### config.mk
export PLATFORM = sky130hd
export DESIGN_NAME = tail_light_seq
export DESIGN_NICKNAME = d
export VERILOG_FILES = /design/src/rtl/tail_light_pkg.sv /design/src/rtl/tail_tick_gen.sv /design/src/rtl/tail_light_seq.sv
export SDC_FILE = /design/constraint.sdc
export NUM_CORES = 1
export LEC_CHECK = 0
export ABC_AREA = 1
export CORE_MARGIN = 3
export CORE_UTILIZATION = 30
export DETAILED_ROUTE_END_ITERATION = 8
export PLACE_DENSITY = 0.48
export SETUP_SLACK_MARGIN = 0.05
export SLEW_MARGIN = 20
export SYNTH_ARGS = -nofsm -noshare
export SYNTH_HDL_FRONTEND = slang
export SYNTH_SLANG_ARGS = --single-unit
### constraint.sdc
create_clock -name clk -period 2.3 [get_ports clk]
set_clock_uncertainty 0.15 [all_clocks]
set_input_delay 0.46 -clock clk [delete_from_list [all_inputs] [get_ports clk]]
set_output_delay 0.46 -clock clk [all_outputs]
set_load 0.05 [all_outputs]
### src/rtl/tail_light_pkg.sv
// Shared types and constants for the tail-lamp sequencer.
//   state_t  : sequencer FSM state (3-bit encoding)
//   PAT_*    : 3-lamp patterns, MSB = innermost lamp (LA/RA)
package tail_light_pkg;

   localparam int unsigned LAMP_W = 3;

   typedef enum logic [2:0] {
      IDLE = 3'd0,
      L1   = 3'd1,
      L2   = 3'd2,
      L3   = 3'd3,
      R1   = 3'd4,
      R2   = 3'd5,
      R3   = 3'd6,
      HZ   = 3'd7
   } state_t;

   localparam logic [LAMP_W-1:0] PAT_OFF = 3'b000;
   localparam logic [LAMP_W-1:0] PAT_1   = 3'b100;
   localparam logic [LAMP_W-1:0] PAT_2   = 3'b110;
   localparam logic [LAMP_W-1:0] PAT_3   = 3'b111;

endpackage

### src/rtl/tail_tick_gen.sv
// Tick prescaler: free-running TICK_W-bit counter, tick on all-ones.
//   clk  : system clock
//   rst  : synchronous active-high reset, clears the counter
//   tick : 1 for one clk every 2**TICK_W cycles
module tail_tick_gen #(
   parameter int unsigned TICK_W = 24
) (
   input  logic clk,
   input  logic rst,
   output logic tick
);

   logic [TICK_W-1:0] cnt;

   // Counter wraps naturally; first all-ones is 2**TICK_W cycles after reset.
   always_ff @(posedge clk) begin
      if (rst) cnt <= '0;
      else     cnt <= cnt + TICK_W'(1);
   end

   assign tick = &cnt;

endmodule

### src/rtl/tail_light_seq.sv
// Six-lamp tail-light sequencer sharing one engine between left turn,
// right turn and hazard requests. Lane-change pulses are latched so a
// started or requested sequence always completes.
// Optional build macro: TAIL_BRAKE_EN (adds brake input and overlay).
//   clk, rst      : clock, synchronous active-high reset
//   l, r, haz     : left / right / hazard requests (level)
//   brake         : brake level (TAIL_BRAKE_EN builds only)
//   LA,LB,LC      : left lamps, LA innermost
//   RA,RB,RC      : right lamps, RA innermost
//   busy          : state != IDLE
//   seq_done      : pulse on the tick that returns the FSM to IDLE
module tail_light_seq
   import tail_light_pkg::*;
#(
   parameter int unsigned TICK_W = 24
) (
   input  logic clk,
   input  logic rst,
   input  logic l,
   input  logic r,
   input  logic haz,
`ifdef TAIL_BRAKE_EN
   input  logic brake,
`endif
   output logic LA,
   output logic LB,
   output logic LC,
   output logic RA,
   output logic RB,
   output logic RC,
   output logic busy,
   output logic seq_done
);

   logic              tick;
   state_t            state_q;
   state_t            state_d;
   logic              pend_l;
   logic              pend_r;
   logic              req_l;
   logic              req_r;
   logic              enter_l;
   logic              enter_r;
   logic [LAMP_W-1:0] left_lamps;
   logic [LAMP_W-1:0] right_lamps;

   tail_tick_gen #(.TICK_W(TICK_W)) u_tick (
      .clk  (clk),
      .rst  (rst),
      .tick (tick)
   );

   assign req_l = l | pend_l;
   assign req_r = r | pend_r;

   // Hazard entry serves both sides, so it clears both latches.
   assign enter_l = tick & ((state_d == L1) | (state_d == HZ));
   assign enter_r = tick & ((state_d == R1) | (state_d == HZ));

   // State register; advances only on ticks.
   always_ff @(posedge clk) begin
      if (rst)       state_q <= IDLE;
      else if (tick) state_q <= state_d;
   end

   // Pending latches; clearing on entry wins over a same-edge request.
   always_ff @(posedge clk) begin
      if (rst) begin
         pend_l <= 1'b0;
         pend_r <= 1'b0;
      end else begin
         pend_l <= enter_l ? 1'b0 : (pend_l | l);
         pend_r <= enter_r ? 1'b0 : (pend_r | r);
      end
   end

   // Next state and Moore output decode.
   always_comb begin
      state_d     = state_q;
      left_lamps  = PAT_OFF;
      right_lamps = PAT_OFF;
      busy        = 1'b1;
      seq_done    = 1'b0;

      case (state_q)
         IDLE: begin
            busy = 1'b0;
            if (haz | (req_l & req_r)) state_d = HZ;
            else if (req_l)            state_d = L1;
            else if (req_r)            state_d = R1;
         end
         L1: begin left_lamps = PAT_1;  state_d = L2;   end
         L2: begin left_lamps = PAT_2;  state_d = L3;   end
         L3: begin left_lamps = PAT_3;  state_d = IDLE; end
         R1: begin right_lamps = PAT_1; state_d = R2;   end
         R2: begin right_lamps = PAT_2; state_d = R3;   end
         R3: begin right_lamps = PAT_3; state_d = IDLE; end
         HZ: begin
            left_lamps  = PAT_3;
            right_lamps = PAT_3;
            state_d     = IDLE;
         end
         default: state_d = IDLE;
      endcase

`ifdef TAIL_BRAKE_EN
      // Brake lights every lamp not owned by the active sequence; hazard wins.
      if (brake) begin
         case (state_q)
            IDLE: begin
               left_lamps  = PAT_3;
               right_lamps = PAT_3;
            end
            L1, L2, L3: right_lamps = PAT_3;
            R1, R2, R3: left_lamps  = PAT_3;
            default: ;
         endcase
      end
`endif

      seq_done = tick & ((state_q == L3) | (state_q == R3) | (state_q == HZ));
   end

   assign {LA, LB, LC} = left_lamps;
   assign {RA, RB, RC} = right_lamps;

endmodule

==> impl_metrics.env <==
export IMPL_slew_viol_final=0
export IMPL_hold_buffers=0
export IMPL_firstDrtPassIters=4
export IMPL_synth_mux_area_fraction_pct=0
export IMPL_drive_above_1_share_pct=15.27
export IMPL_antenna_found_initial=0
export IMPL_tns_ns=0
export IMPL_grt_overflow=0
export IMPL_clk_pin_slew_ns=0.06
export IMPL_synth_cell_types=24
export IMPL_synthXorXnorAreaFrac_pct=2.804
export IMPL_synth_edf_count=0
export IMPL_via_per_inst=4.459
export IMPL_min_period_ns=2.243
export IMPL_cp_arrival_ns=1.63
export IMPL_synth_top_family_by_area="simple AND/OR/NAND/NOR gates"
export IMPL_synth_area_leaders="dfxtp_1 (37%), nand2_1 (14%), nor2_1 (9.6%), inv_1 (7.5%), a21oi_1 (5.8%)"
export IMPL_whs_ns=0.3176
export IMPL_status="finished, final reports clean"
export IMPL_insertion_delay_ns=0.28
export IMPL_layout_nets=267
export IMPL_end_kind="output pin"
export IMPL_yosys_warnings=0
export IMPL_rows=25
export IMPL_fp_dieH_um=78.15
export IMPL_synthDominantCellAreaShare_pct=37.18
export IMPL_io_buffers=12
export IMPL_rsz0062_at_grt="yes"
export IMPL_h_tree_depth=2
export IMPL_drtIter0Drc=63
export IMPL_cts_made_buffers=5
export IMPL_yosys_top_cells_count="nand2_1 (58), nor2_1 (40), inv_1 (31)"
export IMPL_ys_seq_elements=29
export IMPL_io_pins=13
export IMPL_synth_compound_area_share_pct=10.26
export IMPL_powerDensity_mw_per_mm2=497.5
export IMPL_coreArea_mm2=0.004880
export IMPL_max_freq_ghz=0.4459
export IMPL_finalSetupViolations=0
export IMPL_routed_wl_mm=3.672
export IMPL_syn_area_mm2=0.001561
export IMPL_leakage_uw=0.0008104
export IMPL_diodes=0
export IMPL_grt_pass1_wl_mm=6.451
export IMPL_hpwl_mm=2.756
export IMPL_yosysMostFrequentCell="nand2_1"
export IMPL_required_ns=1.69
export IMPL_clkSinkCount=29
export IMPL_clockBufferDepth=2
export IMPL_area_delta_synth_final_pct=24.04
export IMPL_timing_final_crit_share_pct=97.51
export IMPL_synthArstFlopShare_pct=0
export IMPL_die_area_mm2=0.006107
export IMPL_gp_congestion=0.7895
export IMPL_tightest_slew_ns=0.5054
export IMPL_synth_area_leader_cell="dfxtp_1"
export IMPL_syn_inst=239
export IMPL_synthFlopType="dfxtp_1"
export IMPL_drc=0
export IMPL_cp_max_fo=3
export IMPL_max_cap_violations=0
export IMPL_cts_root_buf="clkbuf_8"
export IMPL_synth_simple_area_share_pct=39.74
export IMPL_start_util_pct=32.00
export IMPL_wire_per_inst_um=11.16
export IMPL_syn_avg_cell_area_um2=6.533
export IMPL_num_vias=1467
export IMPL_seq_area_frac_synth_pct=37.18
export IMPL_slew_headroom_pct=66.25
export IMPL_track_usage_pct=13.35
export IMPL_cts_tree="done"
export IMPL_synth_nets=245
export IMPL_critical_path_class="flip-flop to output pin"
export IMPL_antenna_left=0
export IMPL_die_width_um=78.15
export IMPL_grt_pass1_vias=1430
export IMPL_grt_max_degree=20
export IMPL_start_kind="flip-flop"
export IMPL_hold_viol_final=0
export IMPL_yosys_area_share_adder_pct=0.8013
export IMPL_vdd_drop_max_v=0.0002949
export IMPL_hold_path_class="flip-flop to flip-flop"
==> path summary, 6_finish.rpt <==
path / endpoint / from / cells past startpoint / slack [ns]
worst max-delay path: seq_done / u_tick.cnt[0] / 10 / 0.06
worst min-delay path: pend_r / pend_r / 2 / 0.32
worst max register to register: pend_r / u_tick.cnt[22] / 6 / 0.59
worst min register to register: pend_r / pend_r / 2 / 0.32
==> logic make-up after synthesis <==
family / after synthesis
flip-flops: 29
adder cells (fa/ha/maj): 1
AND/OR/NAND/NOR: 135
buffers and inverters: 38
XOR/XNOR: 5
AO/OA/AOI/OAI: 31
==> state kept, by name, indices dropped and copies added (netlist names) <==
signal / cells
pend_l: 1
pend_r: 1
state_q: 3
u_tick.cnt: 24
==> metal layers <==
layer / part of all wire (%) / routed length, um / vias up / GRT usage (%)
li1: - / - / 801 / -
met1: 53 / 1948 / 646 / 17.89
met2: 43 / 1577 / 13 / 20.46
met3: 2.6 / 97 / 7 / 3.784
met4: 1.3 / 48 / 0 / 4.720
met5: 0 / 0 / - / 0
==> what timing repair did <==
action                     CTS  global route
gates resized for setup      7             7
setup endpoints to repair    1             3
pin swaps                    4             3
setup buffers                3             0
==> cell usage in the layout, fill, tap and decap left out, drive strengths merged, types with 2 or more instances in the layout <==
cell,instances
dlymetal6s2s,2
clkinv,2
o21ai,11
clkdlybuf4s50,4
nor2,43
nand2,61
nand4,6
nand3b,4
nor3,6
nand3,14
clkbuf,6
buf,13
dfxtp,29
xor2,5
a21oi,18
inv,34
==> power breakdown <==
part / internal (uW) / switching, uW / total, uW
clock network: 209 / 195 / 404
registers: 510 / 5.34 / 515
logic: 20.0 / 24.2 / 44.1
total: 739 / 225 / 964
==> per-stage QoR <==
step / total power [uW] / instances / util, % / area (um^2) / setup slack [ns]
after floorplan: 547.5 / 239 / - / 1564 / 0.1067
after global placement: 564.0 / 318 / 36.46 / 1779 / 0.1947
after detailed placement: 563.4 / 318 / 36.46 / 1779 / 0.1703
after CTS: 977.3 / 329 / 39.13 / 1909 / -0.05472
after global routing: 1006 / 329 / 39.69 / 1937 / -0.04694
final: 963.6 / 329 / 39.69 / 1937 / 0.05727
==> final cells by class <==
cell class	count	area (um^2)
fill	552	2943
multi-input combinational	172	884.6
sequential	29	583.1
timing repair buffer	19	175.2
inverter	34	127.6
tap	67	83.83
clock buffer	6	72.57
clock inverter	2	10.01
==> critical path, cell delays in order (launching register included) <==
cell and delay [ns]:
dfxtp_2 0.35, ha_4 0.15, nand2_4 0.06, nor2_4 0.11
nand2_4 0.07, nor2_4 0.11, nand2_4 0.07, nor2_4 0.09
nand3_2 0.08, nor2_4 0.12, buf_12 0.14
Power figures use the tool's default switching activity.
